### src/rtl/flop_pipe_pkg.sv
// ============================================================================
// Module : flop_pipe_pkg
// Brief  : Shared defaults and legal parameter ranges for the flop_pipe_dp pipe.
// Rev    : 1.0 - initial release
// ============================================================================
`default_nettype none

package flop_pipe_pkg;

  localparam int FLOP_PIPE_WIDTH_DEF = 8;
  localparam int FLOP_PIPE_DEPTH_DEF = 2;

  localparam int FLOP_PIPE_WIDTH_MIN = 1;
  localparam int FLOP_PIPE_WIDTH_MAX = 64;
  localparam int FLOP_PIPE_DEPTH_MIN = 1;
  localparam int FLOP_PIPE_DEPTH_MAX = 16;

  function automatic bit flop_pipe_params_ok(input int width, input int depth);
    return (width >= FLOP_PIPE_WIDTH_MIN) && (width <= FLOP_PIPE_WIDTH_MAX) &&
           (depth >= FLOP_PIPE_DEPTH_MIN) && (depth <= FLOP_PIPE_DEPTH_MAX);
  endfunction

endpackage

`default_nettype wire

### src/rtl/flop_pipe_stage.sv
// ============================================================================
// Module : flop_pipe_stage
// Brief  : One pipe stage: data register, valid bit, load mux and, when
//          FLOP_PIPE_SCAN_EN is defined, a scan-shift mux on the data bits.
// Rev    : 1.0 - initial release
// ============================================================================
`default_nettype none

module flop_pipe_stage
  import flop_pipe_pkg::*;
#(
  parameter int WIDTH = FLOP_PIPE_WIDTH_DEF
) (
  input  logic             clk,
  input  logic             reset,
  input  logic             load,
  input  logic             clear,
  input  logic             up_valid,
  input  logic [WIDTH-1:0] up_data,
`ifdef FLOP_PIPE_SCAN_EN
  input  logic             scan_en,
  input  logic             scan_in,
`endif
  output logic             valid_q,
  output logic [WIDTH-1:0] data_q
);

  logic             valid_d;
  logic [WIDTH-1:0] data_d;

  // Data only captures real words so an emptied pipe keeps its last output.
  always_comb begin
    valid_d = valid_q;
    data_d  = data_q;
    if (clear) begin
      valid_d = 1'b0;
    end else if (load) begin
      valid_d = up_valid;
      if (up_valid) begin
        data_d = up_data;
      end
    end
`ifdef FLOP_PIPE_SCAN_EN
    if (scan_en) begin
      valid_d   = valid_q;
      data_d    = data_q << 1;
      data_d[0] = scan_in;
    end
`endif
  end

  always_ff @(posedge clk) begin
    if (reset) begin
      valid_q <= 1'b0;
      data_q  <= '0;
    end else begin
      valid_q <= valid_d;
      data_q  <= data_d;
    end
  end

endmodule

`default_nettype wire

### src/rtl/flop_pipe_dp.sv
// ============================================================================
// Module : flop_pipe_dp
// Brief  : DEPTH-stage valid/ready register pipe with bubble collapse, flush
//          and optional scan chain (enabled by macro FLOP_PIPE_SCAN_EN).
// Rev    : 1.0 - initial release
// ============================================================================
`default_nettype none

module flop_pipe_dp
  import flop_pipe_pkg::*;
#(
  parameter int WIDTH = FLOP_PIPE_WIDTH_DEF,
  parameter int DEPTH = FLOP_PIPE_DEPTH_DEF
) (
  input  logic             clk,
  input  logic             reset,
  input  logic             flush,
`ifdef FLOP_PIPE_SCAN_EN
  input  logic             scan_en,
  input  logic             scan_in,
  output logic             scan_out,
`endif
  input  logic             in_valid,
  output logic             in_ready,
  input  logic [WIDTH-1:0] in_data,
  output logic             out_valid,
  input  logic             out_ready,
  output logic [WIDTH-1:0] out_data
);

  if (!flop_pipe_params_ok(WIDTH, DEPTH)) begin : g_param_check
    $error("flop_pipe_dp: WIDTH=%0d / DEPTH=%0d outside legal range", WIDTH, DEPTH);
  end

  logic [DEPTH-1:0] stage_valid;
  logic [WIDTH-1:0] stage_data [DEPTH];
  logic [DEPTH:0]   accept;
  logic             scan_active;

`ifdef FLOP_PIPE_SCAN_EN
  assign scan_active = scan_en;
  assign scan_out    = stage_data[DEPTH-1][WIDTH-1];
`else
  assign scan_active = 1'b0;
`endif

  // accept ripples from the output back toward the input through the valid chain.
  always_comb begin
    accept        = '0;
    accept[DEPTH] = out_ready;
    for (int i = DEPTH - 1; i >= 0; i--) begin
      accept[i] = !stage_valid[i] | accept[i+1];
    end
  end

  assign in_ready  = accept[0] & ~reset & ~flush & ~scan_active;
  assign out_valid = stage_valid[DEPTH-1] & ~scan_active;
  assign out_data  = stage_data[DEPTH-1];

  for (genvar i = 0; i < DEPTH; i++) begin : g_stage
    logic             up_valid;
    logic [WIDTH-1:0] up_data;
`ifdef FLOP_PIPE_SCAN_EN
    logic             chain_in;
`endif

    if (i == 0) begin : g_first
      assign up_valid = in_valid;
      assign up_data  = in_data;
`ifdef FLOP_PIPE_SCAN_EN
      assign chain_in = scan_in;
`endif
    end else begin : g_next
      assign up_valid = stage_valid[i-1];
      assign up_data  = stage_data[i-1];
`ifdef FLOP_PIPE_SCAN_EN
      assign chain_in = stage_data[i-1][WIDTH-1];
`endif
    end

    flop_pipe_stage #(
      .WIDTH (WIDTH)
    ) u_stage (
      .clk      (clk),
      .reset    (reset),
      .load     (accept[i]),
      .clear    (flush),
      .up_valid (up_valid),
      .up_data  (up_data),
`ifdef FLOP_PIPE_SCAN_EN
      .scan_en  (scan_en),
      .scan_in  (chain_in),
`endif
      .valid_q  (stage_valid[i]),
      .data_q   (stage_data[i])
    );
  end

endmodule

`default_nettype wire

### config.mk
export PLATFORM = sky130hd
export DESIGN_NAME = flop_pipe_dp
export DESIGN_NICKNAME = d
export VERILOG_FILES = /design/src/rtl/flop_pipe_pkg.sv /design/src/rtl/flop_pipe_stage.sv /design/src/rtl/flop_pipe_dp.sv
export SDC_FILE = /design/constraint.sdc
export NUM_CORES = 1
export LEC_CHECK = 0
export ABC_AREA = 1
export CORE_MARGIN = 4
export CORE_UTILIZATION = 35
export DETAILED_ROUTE_END_ITERATION = 8
export PLACE_DENSITY = 0.64
export SETUP_SLACK_MARGIN = 0.5
export SYNTH_ARGS = -nofsm -noshare
export SYNTH_HDL_FRONTEND = slang
export SYNTH_HIERARCHICAL = 1
export SYNTH_SLANG_ARGS = --single-unit
### constraint.sdc
create_clock -name clk -period 2.9 [get_ports clk]
set_clock_uncertainty 0.2 [all_clocks]
set_input_delay 0.58 -clock clk [delete_from_list [all_inputs] [get_ports clk]]
set_output_delay 0.58 -clock clk [all_outputs]
set_load 0.05 [all_outputs]
==> flow_summary_export.csv <==
group,metric,value,unit
status,status,"finished, final reports clean",
cts,cts_made_buffers,3,
die,core,2210,um^2
cells_and_area,final_common_cell,"nand2_1",
power,p_seq_frac,0.530,
setup_path,cpLargestDelayFamily,"buffers and inverters",
die,die_y,56.2,um
synthesis,syn_nets,135,
power,peakVddDrop,0.294,mV
synthesis,ys_types,10,
placed_design,hpwl,1.05,mm
synthesis,synth_area,812,um^2
timing,min_period,2.30,ns
timing,tns,0,ns
cells_and_area,fill_cells,241,
cells_and_area,final_cell_mix,"nand2_1 (36), nor2_1 (33), inv_1 (22), clkdlybuf4s50_1 (21), dfxtp_1 (18)",
timing,worst_pin_slew,0.499,ns
power,p_per_area,460,nW/um^2
cells_and_area,n_antenna_cell,0,
cts,cts_resized,0,
synthesis,yosys-top-cells-area,"dfxtp_1 (44%), nand2_1 (17%), nor2_1 (15%)",
cells_and_area,multi_input_area,339,um^2
synthesis,synth_top_area_share,0.444,
timing,finalSetupViolations,0,
setup_path,cp_slowest_cell,"clkdlybuf4s50_1",
synthesis,syn_inst,122,
setup_path,max_stage_delay,0.83,ns
cts,cts_tree,"yes",
cts,clk_latency,0.29,ns
flow_run,maxCapViolCount,0,
cts,clk_path_buf_depth,2,
cells_and_area,postLayoutCellArea,1090,um^2
route,wire_per_inst,8.40,um
cells_and_area,area_delta_synth_final,34.4,%
power,switching_share,0.258,
cells_and_area,fin_nets,160,
setup_path,path_cells,"clkdlybuf4s50_1",
timing,hold_viol_final,0,
global_routing,grt_max_degree,17,
placed_design,globalplace.congestion,0.680,
route,drcViolationCount,0,
setup_path,end_kind,"primary output",
synthesis,syn_area_per_cell,6.66,um^2
setup_path,critPathLaunchType,"flip-flop",
power,pwr-share-comb,0.168,
global_routing,grt_usage,0.0988,
route,dr.pass1.iters,4,
cts,root_buffer,"clkbuf_4",
route,wl,1.46,mm
power,power_leakage,0.562,nW
timing,slew_violations,0,
placed_design,dpl_cell_area,1050,um^2
power,p_switching,0.000129,W
die,placementRows,17,
global_routing,grt_pass1_wl,2.51,mm
timing,worst_hold_slack,0.290,ns
timing,post-route-period-util,0.792,
global_routing,antenna_found_initial,0,
route,drtIter0Drc,11,
timing,fmax,0.435,GHz
global_routing,grt_pass1_vias,619,
setup_path,cp.required,2.12,ns
timing,grt_setup_unrepaired,"false",
setup_path,critPathBufInv,1,
timing,relSlewSlack,0.666,
synthesis,synth_top_area_cell,"dfxtp_1",
die,start_util,0.367,
global_routing,grt_overflow,0,
synthesis,ys_seq_elements,18,
synthesis,ys.warnings.count,6,
die,pin_count,23,
cts,path_clk_slew,0.10,ns
hold_path,worstHoldPathType,"flip-flop to flip-flop",
setup_path,critPathMaxFanout,4,
cells_and_area,seq_area,360,um^2
cts,cts_setup_buffers,0,
cts,htreeDepth,1,
cells_and_area,drive_gt1_frac,0.0822,
power,p_clk_frac,0.302,
setup_path,path_class,"flip-flop to primary output",
die,dieArea,3150,um^2
route,vias,695,
power,intPower,0.000372,W
cts,clock-sinks,18,
placed_design,io_buffer_count,22,
setup_path,critical_path_arrival,1.52,ns
route,ant_nets,0,
route,via_per_inst,3.99,
cells_and_area,final_core_util,0.493,
die,fp.dieW,56.2,um
synthesis,synth_seq_area_share,0.444,
cts,hold_buffers,0,
==> flip-flops by register name (all words and copies together), names as in the netlist <==
| register | cells |
|---|---|
| g_stage.u_stage/data_q | 16 |
| g_stage.u_stage/valid_q | 2 |
==> cells by family (layout without fill, tap and decap cells) <==
kind of cell           Yosys count  in the layout  synth area share
AO/OA/AOI/OAI                    2              2            0.0123
buffers and inverters           26             50             0.139
AND/OR/NAND/NOR                 76             76             0.405
flip-flops                      18             18             0.444
==> power by group through the flow <==
| stage | Combinational [W] | Sequential [W] | Clock (W) |
|---|---|---|---|
| 2_1_floorplan | 0.0000383 | 0.000285 | 0 |
| 3_3_place_gp | 0.0000842 | 0.000271 | 0 |
| 3_5_place_dp | 0.0000848 | 0.000271 | 0 |
| 4_1_cts | 0.0000854 | 0.000266 | 0.000158 |
| 5_1_grt | 0.0000937 | 0.000268 | 0.000173 |
| 6_report | 0.0000845 | 0.000266 | 0.000151 |
==> cells in the mapped netlist <==
| master | n |
|---|---|
| nand2_1 | 36 |
| nor2_1 | 33 |
| inv_1 | 22 |
| dfxtp_1 | 18 |
| nand2_2 | 4 |
| a21oi_1 | 2 |
| buf_6 | 2 |
| clkinv_1 | 2 |
| nand3_4 | 2 |
| nand3_2 | 1 |
==> stage by stage <==
step	setup WS [ns]	power [W]	std cells
global route	0.521	0.000535	174
finish	0.603	0.000502	174
detailed placement	0.619	0.000356	170
floorplan	0.965	0.000323	122
global placement	0.641	0.000355	170
CTS	0.578	0.000509	174
==> final cells by class <==
type	instances	share of cell area
clock buffers	4	0.0333
flip-flops and latches	18	0.330
repair buffers	22	0.211
multi-input cells	78	0.311
inverters	24	0.0826
well taps	28	0.0321
==> layer usage <==
| metal | vias to the layer above | global-route usage | routed length (um) |
|---|---|---|---|
| met2 | 13 | 0.157 | 667 |
| met1 | 279 | 0.124 | 707 |
| met4 | 0 | 0.0508 | 14 |
| li1 | 401 | - | - |
| met3 | 2 | 0.0209 | 72 |
| met5 | - | 0 | 0 |
==> final timing paths <==
path / start / to / slack [ns] / cells past startpoint
worst max-delay path: g_stage[1].u_stage/valid_q / out_valid / 0.60 / 1
worst min register to register: g_stage[0].u_stage/data_q[4] / g_stage[1].u_stage/data_q[4] / 0.29 / 2
worst max register to register: g_stage[0].u_stage/valid_q / g_stage[0].u_stage/data_q[0] / 1.60 / 5
worst min-delay path: g_stage[0].u_stage/data_q[4] / g_stage[1].u_stage/data_q[4] / 0.29 / 2
Note: power is estimated with default switching activity, not from simulation.
